## src/rtl/ul_rx_sequencer.sv

```systemverilog
// ul_rx_sequencer: uplink receive frame sequencer.
// Runs preamble training with a timeout, then shifts ID and DATA fields
// off ul_in. The fields are sampled mid-bit using a clk_div phase counter.
// The completed {msg_id,msg_data} frame is offered on a valid/ready port.
// Ports:
//   clk, rst_n        clock, async active-low reset
//   en                receive enable; dropping it aborts a frame before OUTPUT
//   clk_div           bit period minus one, latched when training completes
//   tmo_limit         training timeout in cycles, 0 disables the timeout
//   ul_in             serial uplink line, already synchronised
//   train_start       one-cycle start pulse to the training detector
//   train_done        training detector done (level or pulse)
//   msg_id, msg_data  received fields, MSB first on the line
//   msg_valid         frame available
//   msg_ready         downstream accepts the frame
//   busy              sequencer is not idle
//   err_timeout       one-cycle pulse when training times out
module ul_rx_sequencer #(
    parameter int DIV_WIDTH = 8,
    parameter int ID_BITS   = 8,
    parameter int DATA_BITS = 32,
    parameter int TMO_WIDTH = 16
) (
    input  logic                 clk,
    input  logic                 rst_n,
    input  logic                 en,
    input  logic [DIV_WIDTH-1:0] clk_div,
    input  logic [TMO_WIDTH-1:0] tmo_limit,
    input  logic                 ul_in,
    output logic                 train_start,
    input  logic                 train_done,
    output logic [ID_BITS-1:0]   msg_id,
    output logic [DATA_BITS-1:0] msg_data,
    output logic                 msg_valid,
    input  logic                 msg_ready,
    output logic                 busy,
    output logic                 err_timeout
);

    localparam int MAXB = (ID_BITS > DATA_BITS) ? ID_BITS : DATA_BITS;
    localparam int BW   = $clog2(MAXB + 1);

    typedef enum logic [2:0] {
        IDLE,
        TRAIN_START,
        TRAIN_WAIT,
        RX_ID,
        RX_DATA,
        OUTPUT
    } state_t;

    state_t state;
    state_t state_nx;

    logic [DIV_WIDTH-1:0] div_q;
    logic [DIV_WIDTH-1:0] cnt;
    logic [BW-1:0]        bit_cnt;
    logic [ID_BITS-1:0]   id_sr;
    logic [DATA_BITS-1:0] data_sr;
    logic [TMO_WIDTH-1:0] tmo_cnt;

    logic strobe;
    logic tmo_hit;
    logic id_last;
    logic data_last;
    logic go_rx;
    logic go_tmo;
    logic go_out;

    // Mid-bit sample point of each bit period
    assign strobe    = (cnt == (div_q >> 1));
    assign tmo_hit   = (tmo_limit != '0) &&
                       (tmo_cnt == tmo_limit - 1'b1);
    assign id_last   = (bit_cnt == BW'(ID_BITS - 1));
    assign data_last = (bit_cnt == BW'(DATA_BITS - 1));

    // Abort has priority, then training done, then timeout
    assign go_rx  = (state == TRAIN_WAIT) && en && train_done;
    assign go_tmo = (state == TRAIN_WAIT) && en && !train_done && tmo_hit;
    assign go_out = (state == RX_DATA) && en && strobe && data_last;

    // State register
    always_ff @(posedge clk or negedge rst_n) begin
        if (!rst_n) begin
            state <= IDLE;
        end else begin
            state <= state_nx;
        end
    end

    // Next-state logic
    always_comb begin
        state_nx = state;
        unique case (state)
            IDLE: begin
                if (en) state_nx = TRAIN_START;
            end
            TRAIN_START: begin
                state_nx = en ? TRAIN_WAIT : IDLE;
            end
            TRAIN_WAIT: begin
                if (!en)             state_nx = IDLE;
                else if (train_done) state_nx = RX_ID;
                else if (tmo_hit)    state_nx = IDLE;
            end
            RX_ID: begin
                if (!en)                   state_nx = IDLE;
                else if (strobe && id_last) state_nx = RX_DATA;
            end
            RX_DATA: begin
                if (!en)                     state_nx = IDLE;
                else if (strobe && data_last) state_nx = OUTPUT;
            end
            OUTPUT: begin
                if (msg_ready) state_nx = IDLE;
            end
            default: state_nx = IDLE;
        endcase
    end

    // Moore outputs
    always_comb begin
        train_start = 1'b0;
        msg_valid   = 1'b0;
        busy        = 1'b1;
        unique case (state)
            IDLE:        busy        = 1'b0;
            TRAIN_START: train_start = 1'b1;
            OUTPUT:      msg_valid   = 1'b1;
            default:     ;
        endcase
    end

    // Timeout counter and error pulse
    always_ff @(posedge clk or negedge rst_n) begin
        if (!rst_n) begin
            tmo_cnt     <= '0;
            err_timeout <= 1'b0;
        end else begin
            err_timeout <= go_tmo;
            if (state == TRAIN_START) begin
                tmo_cnt <= '0;
            end else if (state == TRAIN_WAIT && tmo_cnt != '1) begin
                tmo_cnt <= tmo_cnt + 1'b1;
            end
        end
    end

    // Bit timing and field shifters
    always_ff @(posedge clk or negedge rst_n) begin
        if (!rst_n) begin
            div_q   <= '0;
            cnt     <= '0;
            bit_cnt <= '0;
            id_sr   <= '0;
            data_sr <= '0;
        end else if (go_rx) begin
            div_q   <= clk_div;
            cnt     <= '0;
            bit_cnt <= '0;
            id_sr   <= '0;
            data_sr <= '0;
        end else if (state == RX_ID || state == RX_DATA) begin
            // Free-running across the ID/DATA boundary
            cnt <= (cnt == div_q) ? '0 : cnt + 1'b1;
            if (strobe) begin
                if (state == RX_ID) begin
                    id_sr   <= {id_sr[ID_BITS-2:0], ul_in};
                    bit_cnt <= id_last ? '0 : bit_cnt + 1'b1;
                end else begin
                    data_sr <= {data_sr[DATA_BITS-2:0], ul_in};
                    bit_cnt <= data_last ? '0 : bit_cnt + 1'b1;
                end
            end
        end
    end

    // Output frame; keeps its value after the handshake
    always_ff @(posedge clk or negedge rst_n) begin
        if (!rst_n) begin
            msg_id   <= '0;
            msg_data <= '0;
        end else if (go_out) begin
            msg_id   <= id_sr;
            msg_data <= {data_sr[DATA_BITS-2:0], ul_in};
        end
    end

endmodule

```

## config.mk

```make
export PLATFORM = sky130hd
export DESIGN_NAME = ul_rx_sequencer
export DESIGN_NICKNAME = d
export VERILOG_FILES = /design/src/rtl/ul_rx_sequencer.sv
export SDC_FILE = /design/constraint.sdc
export NUM_CORES = 1
export LEC_CHECK = 0
export ABC_AREA = 1
export BUFFER_PORTS_ARGS = -buffer_cell sky130_fd_sc_hd__buf_4
export CAP_MARGIN = 5
export CORE_MARGIN = 2
export CORE_UTILIZATION = 63
export DETAILED_ROUTE_END_ITERATION = 16
export PLACE_DENSITY = 0.86
export SLEW_MARGIN = 30
export SYNTH_ARGS = -nofsm -noshare
export SYNTH_HDL_FRONTEND = slang
export SYNTH_SLANG_ARGS = --single-unit
```

## constraint.sdc

```tcl
create_clock -name clk -period 4.35 [get_ports clk]
set_clock_uncertainty 0.1 [all_clocks]
set_input_delay 0.6525 -clock clk [delete_from_list [all_inputs] [get_ports clk]]
set_output_delay 0.6525 -clock clk [all_outputs]
set_load 0.01 [all_outputs]
```

==> impl_metrics.yaml, run 1 <==
setup_path:
  required_ns: 4.70
  rr_endpoint: "data_sr[16]$_DFFE_PN0P_"
  crit_end: "data_sr[16]$_DFFE_PN0P_"
  cpMaxStageDelayCell: "nor2_8"
  crit_path_max_fanout: 62
  critPathKind: "reg -> reg"
  slowest_delay_ns: 0.57
  cp.buffers_inverters: 3
  crit_cells: 10
  path_delay_family: "simple AND/OR/NAND/NOR gates"
  r2r_setup_slack_ns: 1.35
  crit_arrival_ns: 3.35
  end_kind: "register"
  crit_chain: "nor3_2 -> nand3_2 -> buf_4 -> inv_2 -> nor2_2 -> a21oi_4 -> inv_2 -> nor2_8 -> nand3_1 -> o21ai_1"
  startpoint_type: "register"
  ff2ff_path_depth: 10
  cpMostUsedCell: "inv_2"
  critPathLaunch: "state[2]$_DFFE_PN0P_"
  r2r-start: "state[2]$_DFFE_PN0P_"
route:
  first_iter_violations: 357
  route.detailed.drc: 0
  viasPerCell: 5.563
  dr.pass1.iters: 5
  drt_wl_total_um: 14660
  routed-via-count: 5418
  ant_nets: 0
  avgRoutedWirePerCell_um: 15.05
die:
  die_h_um: 101.8
  num_rows: 35
  ioPinCount: 74
  core-area_sq_um: 9240
  die-area_sq_um: 10350
  die_w_um: 101.8
  start_util_pct: 65.15
timing:
  timing.final.crit_share_pct: 68.93
  slew_headroom_pct: 46.20
  fin_crit_ns: 2.998
  rsz0062_at_grt: "false"
  hold_viol: 0
  drv_slew: 0
  setup_tns_ns: 0
  fmax_ghz: 0.3335
  worst_pin_slew_ns: 0.8071
  setup_viol: 0
  hold_ws_ns: 0.1134
cts:
  post-cts-setup-buffers: 0
  hold_buffers: 0
  clockBufferDepth: 2
  clk_latency_ns: 0.53
  cts-buffers-inserted: 17
  cts_resized: 0
  clk_pin_slew_ns: 0.06
  root_buffer: "clkbuf_8"
  h-tree-depth: 4
  cts.sinks: 121
  cts_tree: "yes"
grt:
  grt.overflow.total: 0
  met3_usage_pct: 5.659
  gr-usage-met1_pct: 38.68
  grt_usage_pct: 30.20
  met2_usage_pct: 51.01
  top_usage_layer: "met2"
  grt_max_degree: 81
  first_global_vias: 5211
  antenna_found_initial: 0
  grt_pass1_wl_um: 24320
cells_and_area:
  fin_nets: 867
  antenna_cells: 0
  synthToLayoutAreaGrowth_pct: 20.31
  design_area_sq_um: 7242
  drive_gt1_share_pct: 14.67
  final_common_cell: "nand2_1"
  final_cell_mix: "nand2_1 (171), dfrtp_1 (121), inv_1 (102)"
logic_synthesis:
  netlist_instances: 758
  synth_area_leader_cell: "dfrtp_1"
  synth_seq_cells: 121
  ys_warn_count: 0
  synth_fp_nets: 793
  yosys.cell_types.count: 32
  synth-seq-area-share_pct: 50.30
  synth_top_cells_by_area: "dfrtp_1 (50%), nand2_1 (11%), inv_1 (6.4%)"
  syn_avg_cell_area_sq_um: 7.941
  syn-cell-area_sq_um: 6020
  synth_top_area_share_pct: 50.30
place:
  hpwl_um: 9569
  io_buffers: 73
  placedInstanceArea_sq_um: 6653
  place.gp.congestion: 0.9375
pwr:
  p_leak_uw: 0.003622
  power_density_nw_per_um2: 531.6
  ir_worst_vdd_uv: 398.1
flow_run:
  cap_violations: 0
hold_path:
  min_path_type: "in -> async"
outcome:
  outcome: "finished clean"
==> layout make-up <==
cell class,instances,area (sq um)
multi-input cells,509,2487
flip-flops and latches,121,3028
clock buffers,17,414.1
clock inverters,15,175.2
well taps,129,161.4
fillers,595,1998
inverters,106,397.9
repair buffers,77,578.1
==> synthesized netlist by cell type (all sizes together) <==
master  count
nand3      65
or2         3
dfrtp     121
a31oi       1
nor2       74
a21oi      24
a211oi      1
clkbuf     16
nor3       15
ha          5
nor4        3
xnor2      10
nand2     172
buf         6
nand4       8
o22ai       8
xor2       16
o31ai       1
o21ai      95
nand3b      8
inv       106
==> flip-flops by register name, indices dropped and copies added, names as in the netlist <==
register and count:
div_q 8, id_sr 8, err_timeout 1, tmo_cnt 16, msg_data 32, cnt 8, state 3, data_sr 31
bit_cnt 6, msg_id 8
==> worst min-delay path by stage <==
stage	start	slack, ns	to
final	rst_n	0.11	cnt[7]$_DFFE_PN0P_
after global routing	rst_n	0.19	cnt[0]$_DFFE_PN0P_
after CTS	rst_n	0.15	msg_data[24]$_DFFE_PN0P_
after detailed placement	msg_data[4]$_DFFE_PN0P_	0.37	msg_data[4]$_DFFE_PN0P_
after global placement	msg_id[0]$_DFFE_PN0P_	0.37	msg_id[0]$_DFFE_PN0P_
after floorplan	rst_n	0.26	bit_cnt[0]$_DFFE_PN0P_
==> metal layers <==
layer	wire, um	vias up
li1	-	2591
met1	5979	2560
met2	7515	228
met3	847	39
met4	316	0
met5	0	-
==> power by group <==
group	internal (uW)	total, uW	switching [uW]
Sequential	1370	1560	193
Clock	836	1400	569
Combinational	309	880	572
==> stage by stage <==
stage               power [uW]  setup WS [ns]  util, %  cells
floorplan                 2139          2.253        -    758
global placement          2338          1.675    72.00    942
detailed placement        2403          1.477    72.00    942
CTS                       3841          1.382    78.38    974
global route              4042          1.061    78.38    974
finish                    3850          1.352    78.38    974
==> kinds of logic (layout without fill, tap and decap cells) <==
logic type / Yosys count / count (layout) / share of synthesized area [%]
AO/OA/AOI/OAI: 130 / 130 / 11.27
flip-flops: 121 / 121 / 50.30
buffers and inverters: 128 / 215 / 8.460
XOR/XNOR: 26 / 26 / 3.783
AND/OR/NAND/NOR: 348 / 348 / 25.15
adder cells (fa/ha/maj): 5 / 5 / 1.039
(Power assumes the default switching activity.)
==> inputs of run 2 (changes only) <==
--- a/config.mk
+++ b/config.mk
@@ -9,9 +9,9 @@
 export BUFFER_PORTS_ARGS = -buffer_cell sky130_fd_sc_hd__buf_4
 export CAP_MARGIN = 5
 export CORE_MARGIN = 2
-export CORE_UTILIZATION = 63
+export CORE_UTILIZATION = 53
 export DETAILED_ROUTE_END_ITERATION = 16
-export PLACE_DENSITY = 0.86
+export PLACE_DENSITY = 0.77
 export SLEW_MARGIN = 30
 export SYNTH_ARGS = -nofsm -noshare
 export SYNTH_HDL_FRONTEND = slang
==> constraint.sdc (replaced) <==
create_clock -name clk -period 2.5 [get_ports clk]
set_clock_uncertainty 0.1 [all_clocks]
set_input_delay 0.375 -clock clk [delete_from_list [all_inputs] [get_ports clk]]
set_output_delay 0.375 -clock clk [all_outputs]
set_load 0.01 [all_outputs]
==> run 2 against run 1 <==
Net effect:
- power is 78% higher
- maximum frequency is 32% higher
- critical path depth stayed put
- clock power is 84% higher
- critical path type unchanged
- critical endpoint is now data_sr[9]$_DFFE_PN0P_
==> impl_metrics.yaml, run 2 (synthesis gave the netlist of run 1 again) <==
outcome:
  outcome: "finished clean"
route:
  drt_wl_total_um: 14850
  viasPerCell: 5.480
  routed-via-count: 5480
  ant_nets: 0
  highest-signal-layer: "met4"
  route.detailed.drc: 0
  dr.pass1.iters: 7
  wl_met3_um: 801
  avgRoutedWirePerCell_um: 14.85
  first_iter_violations: 614
  wl_met2_um: 7482
  met1Wirelength_um: 6294
grt:
  antenna_found_initial: 0
  first_global_vias: 5360
  grt_pass1_wl_um: 24580
  grt_max_degree: 81
  grt_usage_pct: 24.41
  grt.overflow.total: 0
cells_and_area:
  fillers: 873
  largestRegisters: "msg_data (32), data_sr (31), tmo_cnt (16)"
  seq_area_sq_um: 3028
  regMostFlops: "msg_data"
  final_common_cell: "nand2_1"
  largest_reg_flops: 32
  multi_input_area_sq_um: 2499
  synthToLayoutAreaGrowth_pct: 24.28
  fin_nets: 883
  antenna_cells: 0
  final_cell_mix: "nand2_1 (171), dfrtp_1 (121), inv_1 (102)"
  drive_gt1_share_pct: 16.05
timing:
  fin_ws_ns: 0.2256
  setup_tns_ns: 0
  drv_slew: 0
  hold_ws_ns: 0.05609
  fmax_ghz: 0.4397
  fin_crit_ns: 2.274
  timing.final.crit_share_pct: 90.98
  worst_pin_slew_ns: 0.6072
  hold_viol: 0
  slew_headroom_pct: 59.52
  setup_viol: 0
setup_path:
  r2r_setup_slack_ns: 0.23
  rr_endpoint: "data_sr[9]$_DFFE_PN0P_"
  end_kind: "register"
  slowest_delay_ns: 0.47
  ff2ff_path_depth: 10
  required_ns: 2.73
  critPathKind: "reg -> reg"
  r2r-start: "state[2]$_DFFE_PN0P_"
  startpoint_type: "register"
  crit_arrival_ns: 2.51
  cpMaxStageDelayCell: "dfrtp_1"
  cpMostUsedCell: "inv_2"
  crit_chain: "nor3_2 -> nand3_2 -> inv_2 -> nor2_2 -> a21oi_4 -> inv_2 -> nor2_8 -> buf_12 -> nand3_1 -> o21ai_1"
  crit_path_max_fanout: 21
pwr:
  power_density_nw_per_um2: 917.8
  ir_worst_vdd_uv: 582.5
  p_leak_uw: 0.003739
cts:
  clk_pin_slew_ns: 0.06
  root_buffer: "clkbuf_16"
  h-tree-depth: 4
  cts-buffers-inserted: 17
  cts_resized: 0
  cts.sinks: 121
  cts_tree: "yes"
  clockBufferDepth: 2
  clk_latency_ns: 0.41
die:
  die-area_sq_um: 12230
  start_util_pct: 54.81
  die_h_um: 110.6
  core-area_sq_um: 10980
  die_w_um: 110.6
  ioPinCount: 74
  num_rows: 38
hold_path:
  min_to: "div_q[2]$_DFFE_PN0P_"
  min-delay-start: "clk_div[2]"
  holdPathStages: 3
  min_path_type: "in -> reg"
place:
  place.gp.congestion: 0.9100
  hpwl_um: 9840
  place_ws_ns: 0.1374
  io_buffers: 73
flow_run:
  cap_violations: 0
-- run 2: cell types whose count changed in the layout (fill, tap and decap cells not counted), sizes merged --
| cell | before | now |
|---|---|---|
| buf | 77 | 90 |
| bufinv | 2 | 4 |
| clkbuf | 17 | 18 |
| clkinv | 3 | 6 |
| dlygate4sd3 | 0 | 1 |
| inv | 115 | 109 |
| nor2 | 74 | 75 |
-- run 2: metal layers --
layer | GRT usage (%) | vias to the layer above
met3 | 5.104 | 40
met2 | 41.15 | 197
met4 | 9.583 | 0
met1 | 30.93 | 2615
met5 | 0 | -
li1 | - | 2628
-- run 2: layout make-up --
class                   instances  share of cell area (%)
inverters                     106                   5.319
well taps                     140                   2.342
multi-input cells             510                   33.40
clock buffers                  17                   5.687
flip-flops and latches        121                   40.47
repair buffers                 92                   10.17
clock inverters                14                   2.609
-- run 2: worst max-delay path by stage --
stage,from,end,slack [ns],depth (start not counted)
finish,state[2]$_DFFE_PN0P_,data_sr[9]$_DFFE_PN0P_,0.23,10
detailed placement,tmo_limit[0],state[1]$_DFFE_PN0P_,0.14,14
global route,cnt[5]$_DFFE_PN0P_,data_sr[14]$_DFFE_PN0P_,-0.03,11
global placement,tmo_limit[0],state[2]$_DFFE_PN0P_,0.23,14
CTS,state[2]$_DFFE_PN0P_,data_sr[14]$_DFFE_PN0P_,0.14,10
floorplan,state[2]$_DFFE_PN0P_,data_sr[28]$_DFFE_PN0P_,0.55,9
-- run 2: metrics by stage --
| stage | cells | cell area, sq um | total power [uW] | utilization, % |
|---|---|---|---|---|
| 6_report | 1000 | 7481 | 6866 | 68.11 |
| 5_1_grt | 1000 | 7481 | 7262 | 68.11 |
| 4_1_cts | 990 | 7385 | 6837 | 67.24 |
| 3_5_place_dp | 958 | 6754 | 4205 | 61.49 |
| 3_3_place_gp | 958 | 6754 | 4097 | 61.49 |
| 2_1_floorplan | 758 | 6020 | 3722 | - |
-- run 2: critical path, delay by kind of cell, from the launching register on --
| family | cells | cell delay [ns] |
|---|---|---|
| AO/OA/AOI/OAI | 2 | 0.30 |
| buffers and inverters | 3 | 0.45 |
| flip-flops | 1 | 0.47 |
| AND/OR/NAND/NOR | 5 | 0.87 |
-- run 2: timing repair --
| action | in CTS | in global routing |
|---|---|---|
| setup buffers | 0 | 8 |
| endpoints found under the setup margin | 0 | 22 |
| hold endpoints to repair | 42 | 0 |
| hold buffers | 1 | 0 |
-- run 2: report_power, final --
part / internal (uW) / total [uW] / switching [uW] / leakage, uW
logic: 583 / 1570 / 990 / 0.00188
clock network: 1670 / 2570 / 905 / 0.000304
registers: 2390 / 2720 / 331 / 0.00155
